==> config.mk <==
export PLATFORM = sky130hd
export DESIGN_NAME = seq_detect_param_flat
export DESIGN_NICKNAME = d
export VERILOG_FILES = /design/src/rtl/seq_detect_param_if.sv /design/src/rtl/seq_detect_param.sv /design/src/flat_wrapper.sv
export SDC_FILE = /design/constraint.sdc
export NUM_CORES = 1
export LEC_CHECK = 0
export ABC_AREA = 1
export ABC_CLOCK_PERIOD_IN_PS = 2000
export BUFFER_PORTS_ARGS = -buffer_cell sky130_fd_sc_hd__buf_2
export CAP_MARGIN = 15
export CORE_AREA = 2 2 39 41
export CTS_BUF_LIST = sky130_fd_sc_hd__clkbuf_8 sky130_fd_sc_hd__clkbuf_16
export CTS_CLUSTER_DIAMETER = 120
export CTS_CLUSTER_SIZE = 8
export DETAILED_ROUTE_END_ITERATION = 10
export DIE_AREA = 0 0 41 43
export PLACE_DENSITY = 0.55
export SETUP_SLACK_MARGIN = 0.4
export SYNTH_ARGS = -nofsm -noshare
export SYNTH_HDL_FRONTEND = slang
export SYNTH_SLANG_ARGS = --single-unit
export TNS_END_PERCENT = 50
==> constraint.sdc <==
create_clock -name clk -period 2 [get_ports clk]
set_clock_uncertainty 0.05 [all_clocks]
set_input_delay 0.2 -clock clk [delete_from_list [all_inputs] [get_ports clk]]
set_output_delay 0.2 -clock clk [all_outputs]
set_load 0.03 [all_outputs]
==> src/rtl/seq_detect_param_if.sv <==
// Serial detector bus: stream, configuration and match status.
// SEQDET_MATCH_CNT_EN adds the saturating match_cnt signal.
interface seq_detect_param_if #(
   parameter int unsigned PAT_W = 4,
   parameter int unsigned CNT_W = 8
);
   logic             en;
   logic             in_vld;
   logic             in_bit;
   logic             cfg_load;
   logic [PAT_W-1:0] cfg_pattern;
   logic             cfg_overlap;
   logic             armed;
   logic             match;
`ifdef SEQDET_MATCH_CNT_EN
   logic [CNT_W-1:0] match_cnt;
`endif

   if (CNT_W == 0) begin : g_bad_cnt_w
      $error("seq_detect_param_if: CNT_W must be at least 1");
   end

   modport master (
      output en, in_vld, in_bit, cfg_load, cfg_pattern, cfg_overlap,
`ifdef SEQDET_MATCH_CNT_EN
      input  match_cnt,
`endif
      input  armed, match
   );

   modport slave (
      input  en, in_vld, in_bit, cfg_load, cfg_pattern, cfg_overlap,
`ifdef SEQDET_MATCH_CNT_EN
      output match_cnt,
`endif
      output armed, match
   );
endinterface

==> src/rtl/seq_detect_param.sv <==
// Runtime-loadable PAT_W-bit serial pattern detector, overlap/non-overlap, Mealy/Moore.
// Optional saturating match counter under SEQDET_MATCH_CNT_EN.
module seq_detect_param #(
   parameter int unsigned PAT_W = 4,
   parameter bit          MEALY = 1'b1,
   parameter int unsigned CNT_W = 8
) (
   input logic              clk,
   input logic              rst,
   seq_detect_param_if.slave bus
);
   localparam int unsigned FILL_W = $clog2(PAT_W);
   localparam int unsigned HIST_W = PAT_W - 1;
   localparam logic [FILL_W-1:0] FULL = FILL_W'(PAT_W - 1);

   if (PAT_W < 2 || PAT_W > 16 || CNT_W == 0) begin : g_bad_param
      $error("seq_detect_param: PAT_W must be 2..16 and CNT_W at least 1");
   end

   typedef enum logic [1:0] {IDLE, FILL, HUNT} phase_e;

   logic [PAT_W-1:0]  pat_q, pat_d;
   logic              overlap_q, overlap_d;
   logic [HIST_W-1:0] hist_q, hist_d;
   logic [FILL_W-1:0] fill_q, fill_d;

   phase_e            phase_c;
   logic              acc_c;
   logic              hit_c;
   logic [PAT_W-1:0]  window_c;

   // State register
   always_ff @(posedge clk) begin
      if (rst) begin
         pat_q     <= '1;
         overlap_q <= 1'b1;
         hist_q    <= '0;
         fill_q    <= '0;
      end else begin
         pat_q     <= pat_d;
         overlap_q <= overlap_d;
         hist_q    <= hist_d;
         fill_q    <= fill_d;
      end
   end

   // Phase decode, hit detection and next-state
   always_comb begin
      pat_d     = pat_q;
      overlap_d = overlap_q;
      hist_d    = hist_q;
      fill_d    = fill_q;
      phase_c   = IDLE;

      if (bus.en) phase_c = (fill_q == FULL) ? HUNT : FILL;

      acc_c    = bus.en & bus.in_vld & ~bus.cfg_load;
      window_c = {hist_q, bus.in_bit};
      hit_c    = acc_c & (phase_c == HUNT) & (window_c == pat_q);

      if (bus.cfg_load) begin
         pat_d     = bus.cfg_pattern;
         overlap_d = bus.cfg_overlap;
         fill_d    = '0;
      end else if (!bus.en) begin
         fill_d = '0;
      end else if (acc_c) begin
         hist_d = window_c[HIST_W-1:0];
         // Non-overlap: a hit forces a full refill before the next match
         if (hit_c && !overlap_q) fill_d = '0;
         else if (fill_q != FULL) fill_d = fill_q + FILL_W'(1);
      end
   end

   assign bus.armed = (phase_c == HUNT);

   if (MEALY) begin : g_mealy
      assign bus.match = hit_c;
   end else begin : g_moore
      logic match_q;
      // Not cleared by cfg_load so a hit registered before a load still pulses
      always_ff @(posedge clk) begin
         if (rst) match_q <= 1'b0;
         else     match_q <= hit_c;
      end
      assign bus.match = match_q;
   end

`ifdef SEQDET_MATCH_CNT_EN
   logic [CNT_W-1:0] cnt_q;

   always_ff @(posedge clk) begin
      if (rst || bus.cfg_load)    cnt_q <= '0;
      else if (hit_c && cnt_q != '1) cnt_q <= cnt_q + CNT_W'(1);
   end

   assign bus.match_cnt = cnt_q;
`endif
endmodule

==> src/flat_wrapper.sv <==
// flat-port wrapper written by rule: the top's interface ports become plain ports
module seq_detect_param_flat 
#(
   parameter int unsigned PAT_W = 4,
   parameter bit          MEALY = 1'b1,
   parameter int unsigned CNT_W = 8
)
  (clk, rst, bus_en, bus_in_vld, bus_in_bit, bus_cfg_load, bus_cfg_pattern, bus_cfg_overlap, bus_armed, bus_match);
  seq_detect_param_if #(.PAT_W(PAT_W), .CNT_W(CNT_W)) bus_i ();
  input logic clk;
  input logic rst;
  input wire logic [$bits(bus_i.en)-1:0] bus_en;
  input wire logic [$bits(bus_i.in_vld)-1:0] bus_in_vld;
  input wire logic [$bits(bus_i.in_bit)-1:0] bus_in_bit;
  input wire logic [$bits(bus_i.cfg_load)-1:0] bus_cfg_load;
  input wire logic [$bits(bus_i.cfg_pattern)-1:0] bus_cfg_pattern;
  input wire logic [$bits(bus_i.cfg_overlap)-1:0] bus_cfg_overlap;
  output wire logic [$bits(bus_i.armed)-1:0] bus_armed;
  output wire logic [$bits(bus_i.match)-1:0] bus_match;
  assign bus_i.en = bus_en;
  assign bus_i.in_vld = bus_in_vld;
  assign bus_i.in_bit = bus_in_bit;
  assign bus_i.cfg_load = bus_cfg_load;
  assign bus_i.cfg_pattern = bus_cfg_pattern;
  assign bus_i.cfg_overlap = bus_cfg_overlap;
  assign bus_armed = bus_i.armed;
  assign bus_match = bus_i.match;
  seq_detect_param #(.PAT_W(PAT_W), .MEALY(MEALY), .CNT_W(CNT_W)) u_core (.clk(clk), .rst(rst), .bus(bus_i));
endmodule
==> results of run 1 <==
## per-layer routing
metal	GRT usage [%]	up-vias	part of all wire (%)
li1	-	265	-
met1	18.63	214	50
met2	22.19	12	44
met3	4.712	2	4.2
met4	10.00	0	1.4
met5	0	-	0
## cell usage in the layout, fill, tap and decap left out
master,instances
nand3_1,3
clkinv_1,1
buf_2,11
dfxtp_1,7
nor4_4,1
nand2_2,3
o21ai_1,1
clkbuf_8,3
inv_2,1
ha_4,1
dfxtp_2,3
buf_4,1
nor2_2,2
nand2_1,17
inv_1,10
nand3_2,2
o21ai_0,7
a21oi_1,9
nor2_1,4
buf_6,1
## registers in the layout, indices dropped and copies added (netlist names)
signal	count
u_core.fill_q	2
u_core.pat_q	4
u_core.hist_q	3
u_core.overlap_q	1
## final cells by class
class                           count  area [um2]  share of cell area, %
Multi-Input combinational cell     50       276.5                  41.86
Clock buffer                        3       41.29                  6.250
Sequential cell                    10       203.9                  30.87
Tap cell                           16       20.02                  3.030
Inverter                           12       45.04                  6.818
Timing Repair Buffer               13       73.82                  11.17
## cells by family after synthesis
family	synth area share [%]
AOI/OAI and AO/OA	17.26
adders and majority gates	2.538
and+or+nand+nor	28.68
buffers and inverters	10.91
DFF	40.61
## metrics by stage
stage               util [%]  total power, W
floorplan                  -       0.0002519
global placement       42.41       0.0002720
detailed placement     42.41       0.0002726
CTS                    46.84       0.0004737
global route           47.74       0.0004926
finish                 47.74       0.0004696
## how the worst min path moves through the flow
stage,from,endpoint,slack (ps),cells past startpoint
6_report,bus_cfg_pattern[1],u_core.pat_q[1]$_SDFFE_PP1P_,140,3
5_1_grt,bus_cfg_pattern[0],u_core.pat_q[0]$_SDFFE_PP1P_,160,3
4_1_cts,bus_cfg_pattern[0],u_core.pat_q[0]$_SDFFE_PP1P_,140,3
3_5_place_dp,bus_cfg_pattern[1],u_core.pat_q[1]$_SDFFE_PP1P_,380,3
3_3_place_gp,bus_cfg_pattern[2],u_core.pat_q[2]$_SDFFE_PP1P_,360,3
2_1_floorplan,rst,u_core.overlap_q$_SDFFE_PP1P_,250,2
## timing repair
action / in CTS / in global routing
hold buffers: 0 / 0
pin swaps: 1 / 1
endpoints found under the setup margin: 1 / 1
gates resized for setup: 6 / 5
endpoints found under the hold margin: 0 / 0
## report_power, final
part           switching (W)  leakage [nW]  internal, W
Sequential        0.00000587        0.0838     0.000211
Combinational      0.0000328         0.214    0.0000217
Clock              0.0000674        0.0216     0.000131
Total               0.000106         0.319     0.000363
## tightest hold or removal path: stages
cell,delay (ps)
buf_2,70
a21oi_1,50
o21ai_0,60
==> results.py, run 1 <==
metrics = {
    "status": {
        "status": "finished, final reports clean",
    },
    "worst_setup_path": {
        "worst-endpoint-required_ps": 1750,
        "crit_path_start_kind": "register",
        "critical_path.top_delay_family": "flip-flops",
        "worstPathCellList": "inv_1 -> nand2_1 -> o21ai_1 -> nor4_4 -> buf_6",
        "path_class": "reg -> out",
        "end_kind": "output pin",
        "r2r-start": "u_core.fill_q[1]$_SDFFE_PP0P_",
        "cp.arrival_ps": 1240,
        "cp_max_fo": 3,
        "cpPeakStageDelay_ps": 340,
        "cp.depth": 5,
        "worst_r2r_path_depth": 10,
        "crit_slowest_cell": "dfxtp_1",
        "cp_num_buf_inv": 2,
        "startpoint": "u_core.hist_q[0]$_SDFFE_PP0P_",
        "rr_endpoint": "u_core.fill_q[0]$_SDFFE_PP0P_",
        "setup.worst_path.end": "bus_match",
        "rrSetupSlack_ps": 650,
    },
    "min_path": {
        "hold_path_class": "in -> reg",
    },
    "clock_tree": {
        "clock-root-buffer": "clkbuf_8",
        "clk_pin_slew_ps": 40,
        "numCtsBuffers": 3,
        "cts_tree": "done",
        "clk_latency_ps": 230,
        "cts_buffer_depth": 2,
        "post_cts_buffers": 0,
        "clkSinkCount": 10,
        "h-tree-depth": 1,
    },
    "synthesis": {
        "synthDistinctLibCells": 16,
        "syn_area_per_cell_um2": 6.662,
        "synth_area_leaders": "dfxtp_1 41%, nand2_1 14%, a21oi_1 9.1%",
        "syn-cell-area_um2": 493.0,
        "seq_area_frac_synth_pct": 40.61,
        "synthesis.nets": 86,
        "yosysWarnings": 0,
        "async_reset_ff_share_pct": 0,
        "synthCells": 74,
        "synth.largest_area_cell": "dfxtp_1",
        "yosysMostFrequentCell": "nand2_1",
        "ys.flop_type": "dfxtp_1",
        "synth.top_cell.area_share_pct": 40.61,
        "synth-seq-cells": 10,
        "synth-edff-count": 0,
        "yosys-top-cells-count": "19 x nand2_1, 11 x inv_1, 10 x dfxtp_1",
    },
    "global_route": {
        "grt.total_usage_pct": 15.34,
        "grt.overflow.total": 0,
        "grt_pass1_wl_um": 1759,
        "grt_max_degree": 12,
        "antenna_found_initial": 0,
        "first_global_vias": 457,
    },
    "timing": {
        "layout_setup_ws_ps": 512.8,
        "min_period_over_period_pct": 74.36,
        "tightest_slew_ps": 275.2,
        "finalMaxSlewViolations": 0,
        "period_minus_slack_ps": 1487,
        "worst_hold_slack_ps": 139.5,
        "rsz0062_at_grt": "false",
        "fmax_ghz": 0.6724,
        "setup_viol": 0,
        "tns_ps": 0,
        "hold_viol": 0,
        "relSlewSlack_pct": 81.53,
    },
    "floorplanning": {
        "design.core.area_mm2": 0.001384,
        "io_pins": 13,
        "die_y_um": 43,
        "start_util_pct": 35.62,
        "fp.dieArea_mm2": 0.001763,
        "core.rowCount": 14,
        "die_width_um": 41,
    },
    "placement": {
        "post-place-ws_ps": 543.0,
        "place.gp.congestion": 0.7050,
        "hpwl_um": 834.5,
        "io_buffers": 12,
        "dp_cells": 101,
        "place_area_um2": 586.8,
    },
    "final_layout": {
        "area_delta_synth_final_pct": 34.01,
        "finalNonFillerCells": 104,
        "nets": 102,
        "fillers": 148,
        "layout-drive-gt1-share_pct": 32.95,
        "num_antenna_cells": 0,
        "fin_area_um2": 660.6,
    },
    "routing": {
        "wl_um": 1084,
        "drcViolationCount": 0,
        "postRouteAntennaNets": 0,
        "drt-initial-drc-count": 13,
        "detail_route.wl_per_cell_um": 10.42,
        "vias": 493,
        "firstDrtPassIters": 4,
        "via_per_inst": 4.740,
    },
    "power_and_ir_drop": {
        "p_per_area_mw_per_mm2": 710.8,
        "ir_drop_mv": 0.3328,
        "p_leak_nw": 0.3194,
    },
    "job": {
        "drv_cap": 0,
    },
}
(Power assumes the default switching activity.)
==> inputs of run 2 (changes only) <==
Settings changed: ABC_AREA 1 to 0, ABC_CLOCK_PERIOD_IN_PS 2000 to 1200, PLACE_DENSITY 0.55 to 0.59.
Clock period 2 ns to 1.2 ns, I/O delays scaled along.
==> results.py, run 2 <==
metrics = {
    "status": {
        "status": "finished with violations",
        "violations": "negative setup slack",
    },
    "power_and_ir_drop": {
        "pwr-share-clk_pct": 42.2,
        "pwr-share-comb_pct": 11.3,
        "power.internal_w": 0.0006182,
        "p_switching_w": 0.0001537,
        "p_leak_nw": 0.3377,
        "power_frac_seq_pct": 46.6,
        "switching_share_pct": 19.91,
        "p_per_area_mw_per_mm2": 1077,
        "ir_drop_mv": 0.8165,
    },
    "worst_setup_path": {
        "end_kind": "output pin",
        "cpPeakStageDelay_ps": 340,
        "crit_slowest_cell": "dfxtp_2",
        "critical_path.top_delay_family": "simple AND/OR/NAND/NOR gates",
        "path_class": "reg -> out",
        "cp_num_buf_inv": 1,
        "worst-endpoint-required_ps": 1030,
        "cp_max_fo": 2,
        "worstPathCellList": "ha_4 -> and2_4 -> nand4_1 -> nor2_4 -> buf_6",
        "cp.arrival_ps": 1290,
        "crit_path_start_kind": "register",
    },
    "synthesis": {
        "syn-cell-area_um2": 503.0,
        "synth.top_cell.area_share_pct": 39.80,
        "yosys-top-cells-count": "10 x dfxtp_1, 5 x a211o_1, 5 x nor2b_1, 5 x xnor2_1, 4 x nor2_1",
        "synth_area_leaders": "dfxtp_1 40%, a211o_1 8.7%, xnor2_1 8.7%",
        "yosysMostFrequentCell": "dfxtp_1",
        "seq_area_frac_synth_pct": 39.80,
        "synth-seq-cells": 10,
        "synth-edff-count": 0,
        "synth.largest_area_cell": "dfxtp_1",
        "synthesis.nets": 59,
        "ys.flop_type": "dfxtp_1",
        "synthCells": 47,
        "synthDistinctLibCells": 19,
        "syn_area_per_cell_um2": 10.70,
        "async_reset_ff_share_pct": 0,
        "yosysWarnings": 0,
    },
    "global_route": {
        "grt.overflow.total": 0,
        "grt_max_degree": 11,
        "grt.total_usage_pct": 11.91,
        "first_global_vias": 362,
        "grt_pass1_wl_um": 1373,
        "antenna_found_initial": 0,
    },
    "clock_tree": {
        "cts_buffer_depth": 2,
        "clk_latency_ps": 230,
        "clk_pin_slew_ps": 40,
        "clock-root-buffer": "clkbuf_8",
        "numCtsBuffers": 3,
        "postCtsHoldBufs": 0,
        "clkSinkCount": 10,
        "h-tree-depth": 1,
        "cts_tree": "done",
    },
    "placement": {
        "place.gp.congestion": 0.6868,
        "io_buffers": 12,
        "post-place-ws_ps": -117.5,
    },
    "final_layout": {
        "largest_reg_flops": 4,
        "num_antenna_cells": 0,
        "layout_common_cells": "11 x buf_2, 8 x dfxtp_2, 6 x buf_4",
        "layout-drive-gt1-share_pct": 59.70,
        "reg_top3": "u_core.pat_q: 4 flops, u_core.hist_q: 3 flops, u_core.fill_q: 2 flops",
        "nets": 81,
        "area_delta_synth_final_pct": 42.54,
        "largest_register": "u_core.pat_q",
        "final_common_cell": "buf_2",
    },
    "job": {
        "drv_cap": 0,
    },
    "floorplanning": {
        "fp.dieArea_mm2": 0.001763,
        "core.rowCount": 14,
        "io_pins": 13,
        "start_util_pct": 36.35,
        "die_width_um": 41,
        "die_y_um": 43,
        "design.core.area_mm2": 0.001384,
    },
    "timing": {
        "setup_viol": 4,
        "tightest_slew_ps": 258.5,
        "worst_hold_slack_ps": 45.66,
        "rsz0062_at_grt": "true",
        "hold_viol": 0,
        "relSlewSlack_pct": 82.69,
        "period_minus_slack_ps": 1462,
        "fmax_ghz": 0.6841,
        "finalMaxSlewViolations": 0,
        "layout_setup_ws_ps": -261.9,
        "min_period_over_period_pct": 121.8,
    },
    "routing": {
        "postRouteAntennaNets": 0,
        "via_per_inst": 4.687,
        "firstDrtPassIters": 1,
        "vias": 389,
        "detail_route.wl_per_cell_um": 10.46,
        "drt-initial-drc-count": 0,
        "drcViolationCount": 0,
        "wl_um": 868,
    },
    "min_path": {
        "hold_path_class": "in -> reg",
    },
}
[run 2: cells by family (layout without fill, tap and decap cells)]
logic type	after synthesis	in the layout	share of synthesized area (%)
compound gates	7	7	10.94
fa+ha+maj	1	1	2.487
simple gates	19	19	30.10
buf+inv	2	22	1.990
mux	3	3	5.970
flops	10	10	39.80
xor+xnor	5	5	8.706
[run 2: area by class of cell]
type	count	area (um2)
multi-input cells	35	322.8
repair buffers	19	122.6
well taps	16	20.02
fillers	133	666.9
clock buffers	3	41.29
flip-flops and latches	10	210.2
[run 2: path summary, 6_finish.rpt]
path,from,endpoint,slack (ps),cells after the start
min reg2reg,u_core.hist_q[2]$_SDFFE_PP0P_,u_core.hist_q[2]$_SDFFE_PP0P_,460,2
min,bus_cfg_overlap,u_core.overlap_q$_SDFFE_PP1P_,50,2
max reg2reg,u_core.fill_q[1]$_SDFFE_PP0P_,u_core.fill_q[1]$_SDFFE_PP0P_,-180,6
max,u_core.fill_q[1]$_SDFFE_PP0P_,bus_match,-260,5
[run 2: power groups by stage]
stage | clock network (W) | logic (W) | registers (W)
6_report | 0.000326 | 0.0000868 | 0.000359
5_1_grt | 0.000354 | 0.0000955 | 0.000361
4_1_cts | 0.000337 | 0.0000842 | 0.000359
3_5_place_dp | 0 | 0.0000835 | 0.000362
3_3_place_gp | 0 | 0.0000831 | 0.000363
2_1_floorplan | 0 | 0.0000542 | 0.000361
[run 2: metal layers]
metal	wire [um]	vias up	global-route usage (%)
li1	-	207	-
met1	367	174	12.42
met2	460	8	18.44
met3	41	0	7.853
met4	0	0	4.000
met5	0	-	0
[run 2: stage by stage]
| stage | utilization, % | TNS [ps] | total power, W | std cells | instance area (um2) |
|---|---|---|---|---|---|
| 2_1_floorplan | - | -394.2 | 0.0004151 | 47 | 528.0 |
| 3_3_place_gp | 46.47 | -253.6 | 0.0004456 | 79 | 643.1 |
| 3_5_place_dp | 46.47 | -340.6 | 0.0004460 | 79 | 643.1 |
| 4_1_cts | 50.36 | -495.0 | 0.0007805 | 82 | 696.9 |
| 5_1_grt | 51.81 | -873.5 | 0.0008102 | 83 | 716.9 |
| 6_report | 51.81 | -606.8 | 0.0007718 | 83 | 716.9 |
[run 2: timing repair]
action,in CTS,in global routing
pin swaps,6,7
cloned,0,0
resized for setup,7,3
endpoints found under the hold margin,0,0
setup buffers,0,1
endpoints found under the setup margin,9,12
==> inputs of run 3 (changes only) <==
Settings changed: CORE_AREA 2 2 39 41 to 10 10 47 49, DIE_AREA 0 0 41 43 to 0 0 57 59.
==> results.py, run 3 (synthesis gave the netlist of run 2 again) <==
metrics = {
    "clock_tree": {
        "clk_pin_slew_ps": 50,
        "clk_latency_ps": 240,
        "h-tree-depth": 1,
        "numCtsBuffers": 3,
        "clock-root-buffer": "clkbuf_8",
        "cts_tree": "done",
        "clkSinkCount": 10,
        "cts_buffer_depth": 2,
    },
    "final_layout": {
        "num_antenna_cells": 0,
        "fin_area_um2": 765.7,
        "largest_reg_flops": 4,
        "utilization_pct": 54.64,
        "layout-drive-gt1-share_pct": 61.97,
        "area_delta_synth_final_pct": 52.24,
        "fillers": 134,
        "reg_top3": "u_core.pat_q: 4 flops, u_core.hist_q: 3 flops, u_core.fill_q: 2 flops",
        "multi_input_area_um2": 330.3,
        "final_common_cell": "buf_2",
        "largest_register": "u_core.pat_q",
        "layout_common_cells": "11 x buf_2, 8 x buf_4, 6 x dfxtp_2",
        "nets": 84,
        "layout.area.seq_um2": 211.5,
    },
    "worst_setup_path": {
        "crit_path_start_kind": "register",
        "cpPeakStageDelay_ps": 350,
        "worstPathCellList": "ha_4 -> and2_4 -> nand4_1 -> buf_6 -> nor2_4 -> buf_6",
        "worst-endpoint-required_ps": 1030,
        "path_class": "reg -> out",
        "crit_slowest_cell": "dfxtp_2",
        "cp.arrival_ps": 1300,
        "crit_path_frequent_cell": "buf_6",
        "cp_max_fo": 2,
        "end_kind": "output pin",
    },
    "floorplanning": {
        "core.rowCount": 14,
        "die_width_um": 57,
        "io_pins": 13,
        "design.core.area_mm2": 0.001401,
        "start_util_pct": 35.89,
        "die_y_um": 59,
        "fp.dieArea_mm2": 0.003363,
    },
    "global_route": {
        "grt_pass1_wl_um": 1973,
        "grt.overflow.total": 0,
        "grt.total_usage_pct": 7.632,
        "first_global_vias": 446,
        "antenna_found_initial": 0,
        "grt_max_degree": 11,
    },
    "power_and_ir_drop": {
        "p_per_area_mw_per_mm2": 1155,
        "power.total_w": 0.0008842,
        "ir_drop_mv": 0.6428,
        "p_leak_nw": 0.3695,
    },
    "placement": {
        "io_buffers": 12,
        "place_area_um2": 650.6,
        "post-place-ws_ps": -168.9,
        "place.gp.congestion": 0.7077,
    },
    "timing": {
        "finalMaxSlewViolations": 0,
        "min_period_over_period_pct": 122.6,
        "fmax_ghz": 0.6795,
        "layout_setup_ws_ps": -271.6,
        "tightest_slew_ps": 258.7,
        "period_minus_slack_ps": 1472,
        "hold_viol": 0,
        "setup_viol": 4,
        "rsz0062_at_grt": "true",
        "relSlewSlack_pct": 82.63,
    },
    "routing": {
        "detail_route.wl_per_cell_um": 13.39,
        "drt-initial-drc-count": 0,
        "drcViolationCount": 0,
        "wl_um": 1165,
        "firstDrtPassIters": 1,
        "vias": 404,
        "via_per_inst": 4.644,
        "postRouteAntennaNets": 0,
    },
    "min_path": {
        "hold_path_class": "in -> reg",
    },
    "job": {
        "drv_cap": 0,
    },
    "status": {
        "status": "finished with violations",
        "violations": "negative setup slack",
    },
}
-- run 3: cell type report --
cell class | count | area share [%]
sequential | 10 | 27.61
clock buffer | 4 | 7.190
multi-input combinational | 35 | 43.14
tap | 16 | 2.614
timing repair buffer | 22 | 19.44
-- run 3: power breakdown --
group / internal, W / switching [W]
combinational: 0.0000552 / 0.0000384
clock: 0.000289 / 0.000144
sequential: 0.000347 / 0.0000104
-- run 3: timing repair --
| item | 4_1_cts | 5_1_grt |
|---|---|---|
| gates resized for setup | 7 | 6 |
| endpoints found under the setup margin | 9 | 12 |
| cloned | 0 | 0 |
| pin swaps | 5 | 7 |
| hold buffers | 0 | 0 |
| setup buffers | 1 | 2 |
-- run 3: path summary, 6_finish.rpt --
kind / from / end / slack (ps) / depth (start not counted)
max: u_core.fill_q[0]$_SDFFE_PP0P_ / bus_match / -270 / 6
max reg2reg: u_core.fill_q[0]$_SDFFE_PP0P_ / u_core.fill_q[1]$_SDFFE_PP0P_ / -210 / 7
min: bus_cfg_pattern[0] / u_core.pat_q[0]$_SDFFE_PP1P_ / 40 / 2
min reg2reg: u_core.hist_q[2]$_SDFFE_PP0P_ / u_core.hist_q[2]$_SDFFE_PP0P_ / 470 / 2
-- run 3: critical path, delay by kind of cell (launching register included) --
kind | cells | cell delay (ps)
flip-flops | 1 | 350
AND/OR/NAND/NOR | 3 | 290
buffers and inverters | 2 | 270
adder cells (fa/ha/maj) | 1 | 140
-- run 3: per-stage QoR --
stage / instances / TNS, ps / hold WS, ps
floorplan: 47 / -394.2 / 187.9
global placement: 80 / -237.5 / 272.1
detailed placement: 80 / -493.5 / 281.6
CTS: 85 / -437.4 / 38.49
global route: 87 / -961.4 / 42.43
finish: 87 / -712.6 / 35.14
-- run 3: metal layers --
metal | track usage, % | share of wire [%]
met2 | 13.95 | 52
met3 | 4.292 | 5.9
met1 | 6.835 | 40
met5 | 0 | 0
met4 | 3.020 | 1.8
